$ cat src/rtl/axi4_rd_arbiter.sv
// Round-robin arbiter sharing one AXI4 read subordinate (AR + R) between NM managers.
// One burst outstanding at a time; the grant holds from arbitration until the RLAST handshake.
module axi4_rd_arbiter #(
  parameter int NM     = 2,
  parameter int ADDR_W = 4,
  parameter int DATA_W = 32
) (
  input  logic                 S_AXI_ACLK,
  input  logic                 S_AXI_ARESET,
  input  logic [NM*ADDR_W-1:0] M_ARADDR,
  input  logic [NM*3-1:0]      M_ARPROT,
  input  logic [NM-1:0]        M_ARVALID,
  output logic [NM-1:0]        M_ARREADY,
  output logic [NM*DATA_W-1:0] M_RDATA,
  output logic [NM*2-1:0]      M_RRESP,
  output logic [NM-1:0]        M_RLAST,
  output logic [NM-1:0]        M_RVALID,
  input  logic [NM-1:0]        M_RREADY,
  output logic [ADDR_W-1:0]    S_ARADDR,
  output logic [2:0]           S_ARPROT,
  output logic                 S_ARVALID,
  input  logic                 S_ARREADY,
  input  logic [DATA_W-1:0]    S_RDATA,
  input  logic [1:0]           S_RRESP,
  input  logic                 S_RLAST,
  input  logic                 S_RVALID,
  output logic                 S_RREADY
);

  localparam int GW = $clog2(NM);

  typedef enum logic [1:0] {
    ST_IDLE,
    ST_ADDR,
    ST_DATA
  } state_t;

  state_t          state;
  logic [GW-1:0]   grant;
  logic [GW-1:0]   rr_ptr;

  logic [GW-1:0]   arb_idx;
  logic            hi_hit;
  logic [GW-1:0]   hi_idx;
  logic            lo_hit;
  logic [GW-1:0]   lo_idx;

  logic            sel_arvalid;
  logic [ADDR_W-1:0] sel_araddr;
  logic [2:0]      sel_arprot;
  logic            sel_rready;

  logic            ar_done;
  logic            r_done;
  logic [GW-1:0]   ptr_after_grant;

  // Round-robin pick: lowest requester at or above rr_ptr, else lowest overall (wrap).
  always_comb begin
    // NOTE: every always_comb output gets a default first so no path can infer a latch.
    hi_hit = 1'b0;
    hi_idx = '0;
    lo_hit = 1'b0;
    lo_idx = '0;
    for (int i = 0; i < NM; i++) begin
      if (M_ARVALID[i] && !lo_hit) begin
        lo_hit = 1'b1;
        lo_idx = GW'(i);
      end
      if (M_ARVALID[i] && !hi_hit && (GW'(i) >= rr_ptr)) begin
        hi_hit = 1'b1;
        hi_idx = GW'(i);
      end
    end
    arb_idx = hi_hit ? hi_idx : lo_idx;
  end

  // Fields of the currently granted manager.
  always_comb begin
    sel_arvalid = 1'b0;
    sel_araddr  = '0;
    sel_arprot  = '0;
    sel_rready  = 1'b0;
    for (int i = 0; i < NM; i++) begin
      if (grant == GW'(i)) begin
        sel_arvalid = M_ARVALID[i];
        sel_araddr  = M_ARADDR[i*ADDR_W +: ADDR_W];
        sel_arprot  = M_ARPROT[i*3 +: 3];
        sel_rready  = M_RREADY[i];
      end
    end
  end

  assign ar_done         = sel_arvalid && S_ARREADY;
  assign r_done          = S_RVALID && sel_rready && S_RLAST;
  assign ptr_after_grant = (grant == GW'(NM - 1)) ? '0 : grant + 1'b1;

  always_ff @(posedge S_AXI_ACLK) begin
    // NOTE: sequential state uses non-blocking assignments so every register samples pre-edge values.
    if (S_AXI_ARESET) begin
      state  <= ST_IDLE;
      grant  <= '0;
      rr_ptr <= '0;
    end else begin
      case (state)
        ST_IDLE: begin
          if (|M_ARVALID) begin
            grant <= arb_idx;
            state <= ST_ADDR;
          end
        end
        ST_ADDR: begin
          // A manager that withdraws ARVALID loses the grant without moving the pointer.
          if (!sel_arvalid) begin
            state <= ST_IDLE;
          end else if (ar_done) begin
            state <= ST_DATA;
          end
        end
        ST_DATA: begin
          if (r_done) begin
            rr_ptr <= ptr_after_grant;
            state  <= ST_IDLE;
          end
        end
        default: state <= ST_IDLE;
      endcase
    end
  end

  // Output steering: only the granted manager ever sees a non-zero AR ready or R payload.
  always_comb begin
    M_ARREADY = '0;
    M_RDATA   = '0;
    M_RRESP   = '0;
    M_RLAST   = '0;
    M_RVALID  = '0;
    S_ARADDR  = '0;
    S_ARPROT  = '0;
    S_ARVALID = 1'b0;
    S_RREADY  = 1'b0;
    case (state)
      ST_ADDR: begin
        S_ARVALID = sel_arvalid;
        S_ARADDR  = sel_araddr;
        S_ARPROT  = sel_arprot;
        for (int i = 0; i < NM; i++) begin
          if (grant == GW'(i)) begin
            M_ARREADY[i] = S_ARREADY;
          end
        end
      end
      ST_DATA: begin
        S_RREADY = sel_rready;
        for (int i = 0; i < NM; i++) begin
          if (grant == GW'(i)) begin
            M_RVALID[i]               = S_RVALID;
            M_RDATA[i*DATA_W +: DATA_W] = S_RDATA;
            M_RRESP[i*2 +: 2]         = S_RRESP;
            M_RLAST[i]                = S_RLAST;
          end
        end
      end
      default: ;
    endcase
  end

endmodule
$ cat config.mk
export PLATFORM = sky130hd
export DESIGN_NAME = axi4_rd_arbiter
export DESIGN_NICKNAME = d
export VERILOG_FILES = /design/src/rtl/axi4_rd_arbiter.sv
export SDC_FILE = /design/constraint.sdc
export NUM_CORES = 1
export LEC_CHECK = 0
export ABC_AREA = 1
export ABC_CLOCK_PERIOD_IN_PS = 1350
export CAP_MARGIN = 5
export CORE_UTILIZATION = 24
export CTS_CLUSTER_SIZE = 25
export DETAILED_ROUTE_END_ITERATION = 16
export PLACE_DENSITY = 0.82
export REMOVE_ABC_BUFFERS = 1
export SKIP_LAST_GASP = 1
export SLEW_MARGIN = 20
export SYNTH_ARGS = -nofsm -noshare
export SYNTH_HDL_FRONTEND = slang
export SYNTH_SLANG_ARGS = --single-unit
$ cat constraint.sdc
create_clock -name S_AXI_ACLK -period 1.35 [get_ports S_AXI_ACLK]
set_input_delay 0.405 -clock S_AXI_ACLK [delete_from_list [all_inputs] [get_ports S_AXI_ACLK]]
set_output_delay 0.405 -clock S_AXI_ACLK [all_outputs]
set_load 0.03 [all_outputs]
* Word-level counts from Yosys, hierarchy flattened
Cells that the tools add are included.
** Cells by class
- Reduce and logical (&&, ||, !) cells :: 14
- Magnitude comparators :: 2
- Add/subtract/negate cells :: 1
- Equal/unequal tests :: 5
- Mux-type cells :: 35
** Operator list (count)
- two-way mux 32 bit :: 2
- two-way mux 64 bit :: 1
- two-way mux 2 bit :: 9
- two-way mux 1 bit :: 17
- two-way mux 4 bit :: 3
- logical AND 1 bit :: 7
- two-way mux 3 bit :: 2
- case mux 2 bit (3 select lines) :: 1
- != test 2 bit, second input constant :: 2
- AND reduction 2 bit :: 2
- != test 3 bit, second input constant :: 1
- AND reduction 3 bit :: 1
- == test 2 x 1 -> 1 bit, second input constant :: 1
- == test 2 bit, second input constant :: 1
- greater-or-equal comparator 1 bit, first input constant :: 2
- logical NOT 1 bit :: 2
- logical NOT 2 bit :: 1
- OR reduction 2 bit :: 1
- adder 1 bit, second input constant :: 1
** Storage, ports and cells
- Output and inout bits :: 83
- Flip-flop bits (word level) :: 4

* Longest topological paths before layout
Gate-level depths: netlist of the first run.
- Depth in word-level cells :: 8
- Gate-level depth with buffers :: 7
- Depth with buffers taken out :: 7

* Worst setup path after synthesis of the first run
Ideal clock, no wire load.
- Path type :: register to output
- Start :: reg state[0]
- End :: out M_ARREADY[0]
- Buffers on the path :: 0
- Setup slack :: -0.338 ns
- Arrival time :: 1.283 ns
- Required time :: 0.945 ns
- Stages on the path, launching flop included :: 5
- Cells stage by stage :: dfxtp_1 > inv_1 > nor2_1 > inv_2 > nor3_1
** On the way
- Longest elaborated chain between the ends :: 2
** Ends and longest elaborated chain
- from (decl) :: line 38 : state_t state;
- from (signal assigned) :: line 100 : state <= ST_IDLE;
- from (signal assigned) :: line 108 : state <= ST_ADDR;
- from (signal assigned) :: line 114 : state <= ST_IDLE;
- == test 2 x 1 -> 1 bit :: line 141 : case (state)
- two-way mux 2 bit :: line 141
- to (decl) :: line 13 : output logic [NM-1:0] M_ARREADY,
No other way between the ends.

* Worst setup path in the final report of the first run
- Start :: reg state[0]
- End :: out M_RDATA[61]
** On the way
- Longest elaborated chain between the ends :: 2
** Ends and longest elaborated chain
- == test 2 bit :: line 141
- two-way mux 64 bit :: line 141
- to (decl) :: line 14 : output logic [NM*DATA_W-1:0] M_RDATA,
No other way between the ends.

==> results of run 1 <==
[placed cells by master (no fill, tap or decap)]
cell type and n:
buf_8 2, buf_6 31, inv_4 2, nand3_4 1
dfxtp_4 1, buf_12 3, clkbuf_8 3, a21oi_4 1
buf_2 1, nor2_2 49, nor3_2 1, inv_1 39
nor2_4 9, o21ai_0 1, inv_8 1, dfxtp_1 1
a21oi_1 9, buf_16 1, nand2_1 25, nand2_4 5
nor3_1 1, clkdlybuf4s50_1 51, dlygate4sd2_1 5, nor2_1 22
dfxtp_2 2, nand3_1 3, inv_2 4, nand2_8 2
clkbuf_16 1, buf_4 68, a21oi_2 1
[power breakdown]
group	leakage [nW]	switching [mW]	internal (mW)	total, mW
registers	0.0342	0.0105	0.130	0.141
clock network	0.0216	0.0566	0.190	0.246
logic	1.37	0.516	0.419	0.935
[state kept, by name, indices dropped and copies added, names as in the netlist]
signal  count
grant       1
rr_ptr      1
state       2
[final cells by class]
cell class	instances	area (um^2)	share of cell area
Inverter	46	185	0.0676
Sequential cell	4	86.3	0.0315
Clock buffer	3	41.3	0.0151
Tap cell	48	60.1	0.0219
Multi-Input combinational cell	130	803	0.293
Timing Repair Buffer	163	1560	0.570
[worst paths after layout]
kind	from	endpoint	slack, ns	depth (start not counted)
hold reg to reg	rr_ptr	rr_ptr	0.55	4
setup reg to reg	grant	state[1]	0.13	8
setup / recovery	state[0]	M_RDATA[61]	-0.35	7
hold / removal	rr_ptr	rr_ptr	0.55	4
[cells by family (layout without fill, tap and decap cells)]
group / Yosys count / count (layout) / synth area share
and+or+nand+nor: 116 / 118 / 0.577
buffers and inverters: 54 / 212 / 0.276
AOI/OAI and AO/OA: 12 / 12 / 0.0631
DFF: 4 / 4 / 0.0841
[per-layer routing]
| layer | share of wire | global-route usage | wire length (um) |
|---|---|---|---|
| met5 | 0 | 0 | 0 |
| met4 | 0.021 | 0.0806 | 107 |
| met3 | 0.043 | 0.0299 | 221 |
| met2 | 0.58 | 0.396 | 2930 |
| met1 | 0.36 | 0.208 | 1820 |
[repair_timing]
item	in CTS	in global routing
buffers inserted	5	5
resized for setup	33	65
pin swaps	5	6
cloned	3	2
setup endpoints to repair	83	85
[stage by stage]
step / setup WS (ns) / utilization / hold WS [ns] / total power [mW] / instance area (um^2)
global route: -0.417 / 0.731 / 0.578 / 1.39 / 2740
finish: -0.355 / 0.731 / 0.551 / 1.32 / 2740
global placement: -0.320 / 0.594 / 0.524 / 0.906 / 2220
floorplan: -0.497 / - / 0.474 / 0.532 / 862
detailed placement: -0.352 / 0.594 / 0.533 / 0.916 / 2220
CTS: -0.324 / 0.654 / 0.537 / 1.25 / 2450
[critical path: cells and delay by family, from the launching register on]
family	cells	cell delay [ns]
flip-flops	1	0.31
AND/OR/NAND/NOR	3	0.30
buffers and inverters	4	0.48
==> results.md, run 1 <==
- Synth Instances: around 190
- Boundary pin count: between 100 and 150
- P&R area growth vs syn: 188%
- Synthesis Warnings: 0
- Critical path capture point type: output port
- Fin nets: 405
- Diode count: 0
- Die Y-Extent: approximately 65 um
- Initial Util: 0.254
- Die area: roughly 4200 um^2
- Placement Rows: 22
- Worst VDD drop: 463 uV
- Nature of the critical path startpoint: flop
- Synth area leaders: nor2_2 23%, nor2_1 18%, inv_1 17%
- DRT iter0 DRCs: 25
- Finished Layout Cells: 394
- Post-synth top cells: 45 x nor2_1, 42 x inv_1, 35 x nor2_2
- Final worst-path setup slack: -0.355 ns
- Number of global-route vias before repair: ~1500
- Final Hold Viols: 0
- Initial DRT Pass Iterations: 4
- Remaining global-route overflow: 0
- Max Slew Vio Count: 0
- Slew margin rel.: 0.851
- CP max FO: 8
- Core area: roughly 3700 um^2
- Final GP Congestion: 0.785
- Post-synth EDFFs: 0
- CTS tree: yes
- Clk root buf: clkbuf_8
- Worst EP arrival: between 1 and 1.5 ns
- DRC: 0
- Vias per cell: about 4.2
- Setup_tns: -24.36 ns
- Yosys top cell area share: 0.230
- Worst-margin pin slew: between 0.2 and 0.25 ns
- Peak Freq: just under 600 MHz
- Endpoints failing setup: 83
- FFs w/ async S/R, synth: 0
- HPWL after DPL: approximately 3300 um
- Clock Path Buffers: 2
- Initial antenna violation count: 0
- RSZ-0062 raised after global routing: yes
- Cts bufs inserted: 3
- Violations in the final reports: setup timing
- CP Cell Sequence: inv_2 > nand2_4 > nor2_4 > inv_4 > clkbuf_16 > nor2_1 > buf_4
- Distinct cells, synth: 13
- Final worst-path cycle share: 1.26
- Final critical-path required period: 1.70 ns
- H-tree Lvls: 1
- Clock insertion delay at the later pin of the skew report: around 0.21 ns
- Die X: roughly 65 um
- # hold bufs at CTS: 0
- Clk pin slew, worst setup/hold paths: around 0.030 ns
- WS Path Type: reg -> out
- FF+latch count, synth: 4
- Most common cell in the netlist: nor2_1
- Max Cap Violations: 0
- Total track usage: 0.202
- Via count: 1648
- Placed Cells: about 380
- Post-synth top area cell: nor2_2
- Post-Syn Area: 952 um^2
- Share of cells above drive strength 1: 0.546
- Final Skew: around 0.0013 ns
- Synth Flop Type: dfxtp_1
- Largest net degree at the start of global routing: 31
- DR WL/cell: ~13 um
- Post-DRT Antenna Nets: 0
- Crit path largest cell delay: ~0.31 ns
- Pwr Density: approximately 480 nW/um^2
- Port Buffers: roughly 140
- First-pass GRT wire length: ~6600 um
- CTS sink count: 4
- Crit path required time: between 0.9 and 1 ns
- Fillcell total: 308
- Leak pwr: around 1.4 nW
- Worst Hold Class: reg -> reg
- CP max stage cell: dfxtp_2
- Syn avg cell area: 5.12 um^2
- Outcome: finished with violations
- Final WL: around 5100 um
- Seq/Total Area, Yosys: 0.0841
Power figures use the tool's default switching activity.
==> run 2, diff against run 1 <==
CELL_PAD_IN_SITES_DETAIL_PLACEMENT = 1   (was default)
CELL_PAD_IN_SITES_GLOBAL_PLACEMENT = 1   (was default)
CORE_UTILIZATION = 13   (was 24)
PLACE_DENSITY = default   (was 0.82)
PLACE_DENSITY_LB_ADDON = 0.1   (was default)
==> results.md, run 2 (synthesized netlist as in run 1, its figures left out) <==
- Initial antenna violation count: 0 (unchanged)
- DRT iter0 DRCs: 24 (-4.0%)
- CTS tree: yes
- Remaining global-route overflow: 0 (unchanged)
- CP max FO: 9 (+1)
- Fin nets: 417 (+3.0%)
- Most flop-heavy register: state
- CP bufs+invs: 4 (unchanged)
- Endpoints failing setup: 83 (unchanged)
- Core area: 6940 um^2 (+85%)
- RSZ-0062 raised after global routing: yes
- Boundary pin count: 140 (unchanged)
- Final Core Density: 0.445 (-0.287)
- Final critical-path required period: 1.69 ns (-0.0161 ns)
- Critical Path Most Common Cell: buf_4
- CTS sink count: 4 (unchanged)
- Clk pin slew, worst setup/hold paths: 0.03 ns (about the same)
- Largest registers: state: 2 flops, grant: 1 flops, rr_ptr: 1 flops
- WS Path Type: reg -> out
- Initial DRT Pass Iterations: 4 (unchanged)
- Max reg flops: 2 (unchanged)
- Outcome: finished with violations
- CP max stage cell: dfxtp_4
- Max Cap Violations: 0 (unchanged)
- Diode count: 0 (unchanged)
- CP Cell Sequence: clkinv_8 > buf_4 > buf_12 > nand2_8 > nor2_2 > buf_4
- Post-DRT Antenna Nets: 0 (unchanged)
- Total track usage: 0.157 (-0.0448)
- Worst Hold Class: reg -> reg
- Nature of the critical path startpoint: flop
- Final worst-path cycle share: 1.25 (-0.0119)
- Worst hold slack: 0.559 ns (+0.00707 ns)
- Worst EP arrival: 1.28 ns (-0.02 ns)
- Critical path capture point type: output port
- DR WL/cell: 13.3 um (+3.1%)
- Port Buffers: 139 (unchanged)
- Final WL: 6040 um (+19%)
- Worst VDD drop: 200 uV (-57%)
- Violations in the final reports: setup timing
- Crit path largest cell delay: 0.37 ns (+0.06 ns)
- Number of global-route vias before repair: 1936 (+29%)
- H-tree Lvls: 1 (unchanged)
- Final GP Congestion: 0.701 (-11%)
- Placement Rows: 30 (+36%)
- Final worst-path setup slack: -0.339 ns (+0.0161 ns)
- Final Hold Viols: 0 (unchanged)
- Clk root buf: clkbuf_8
- Leak pwr: 1.53 nW (+6.6%)
- Die area: 7670 um^2 (+82%)
- CP delay by family, top: buffers and inverters
- Slew margin rel.: 0.835 (-0.0158)
- Vias per cell: 3.91 (-6.4%)
- First-pass GRT wire length: 9360 um (+41%)
- HPWL after DPL: 4390 um (+34%)
- Largest net degree at the start of global routing: 13 (-58%)
- Initial Util: 0.137 (-0.117)
- Clock Path Buffers: 2 (unchanged)
- Max Slew Vio Count: 0 (unchanged)
- Crit path required time: 0.95 ns (about the same)
- DRC: 0 (unchanged)
- Peak Freq: 592 MHz (+0.95%)
- Commonest cells after routing, fill and taps aside: 59 x buf_4, 50 x buf_6, 42 x clkdlybuf4s50_1, 38 x nor2_2, 36 x inv_1
- Share of cells above drive strength 1: 0.592 (+0.0459)
- Pwr Density: 470 nW/um^2 (-2.8%)
- Clock insertion delay at the later pin of the skew report: 0.22 ns (about the same)
- Worst-margin pin slew: 0.245 ns (+0.0234 ns)
- Via count: 1777 (+7.8%)
- Die X: 87.6 um (+35%)
- Commonest non-fill, non-tap cell in the layout: buf_4
- Final Skew: 0.00280 ns (+0.00151 ns)
- Die Y-Extent: 87.6 um (+35%)
- Cts bufs inserted: 3 (unchanged)
- P&R area growth vs syn: 224%
run 2: cell types whose count changed in the layout (fill, tap and decap cells not counted), sizes merged:
cell,change
buf,+10
nand2,+3
inv,-1
dlygate4sd2,+8
dlymetal6s2s,+1
clkinv,+1
clkdlybuf4s50,-9
clkbuf,-1
run 2: final timing paths:
path,to,slack [ns],cells after the start,start
max reg2reg,state[1],0.07,9,grant
min,grant,0.56,3,state[0]
min reg2reg,grant,0.56,3,state[0]
max,M_RDATA[26],-0.34,6,grant
run 2: cell type report:
cell class,count,area (um^2)
inverters,46,200
flip-flops and latches,4,86.3
well taps,96,120
clock buffers,3,41.3
repair buffers,172,1690
fillers,849,3860
multi-input cells,133,950
run 2: what timing repair did:
action	4_1_cts	5_1_grt
pin swaps	18	4
cloned	6	0
hold buffers	0	0
setup buffers	5	3
resized for setup	133	25
setup endpoints to repair	83	83
run 2: metrics by stage:
step	area [um^2]	TNS (ns)	std cells	total power [mW]	setup slack, ns
floorplan	862	-27.60	178	0.532	-0.497
global placement	2370	-20.11	437	0.960	-0.439
detailed placement	2370	-21.21	437	0.965	-0.393
CTS	2970	-24.63	451	1.43	-0.349
global route	3090	-29.78	454	1.53	-0.405
finish	3090	-25.39	454	1.45	-0.339
run 2: power breakdown:
group / internal (mW) / leakage, nW / switching [mW]
registers: 0.130 / 0.0342 / 0.0101
logic: 0.473 / 1.47 / 0.580
clock network: 0.190 / 0.0216 / 0.0658
total: 0.794 / 1.53 / 0.656
run 2: worst min-delay path, delay by kind of cell, from the launching register on:
kind | cells | cell delay, ns
compound gates | 1 | 0.06
flops | 1 | 0.32
simple gates | 2 | 0.13
run 2: layer usage:
metal / vias up / part of all wire / GRT usage
met2: 80 / 0.56 / 0.333
met4: 0 / 0.0031 / 0.0224
li1: 880 / - / -
met3: 2 / 0.079 / 0.0254
met1: 815 / 0.36 / 0.160
met5: - / 0 / 0
==> run 3, diff against run 2 <==
HOLD_SLACK_MARGIN = 0.02   (was default)
SLEW_MARGIN = 15   (was 20)
==> results of run 3 <==
Final layout, timing and power as in run 2 (identical DEF).
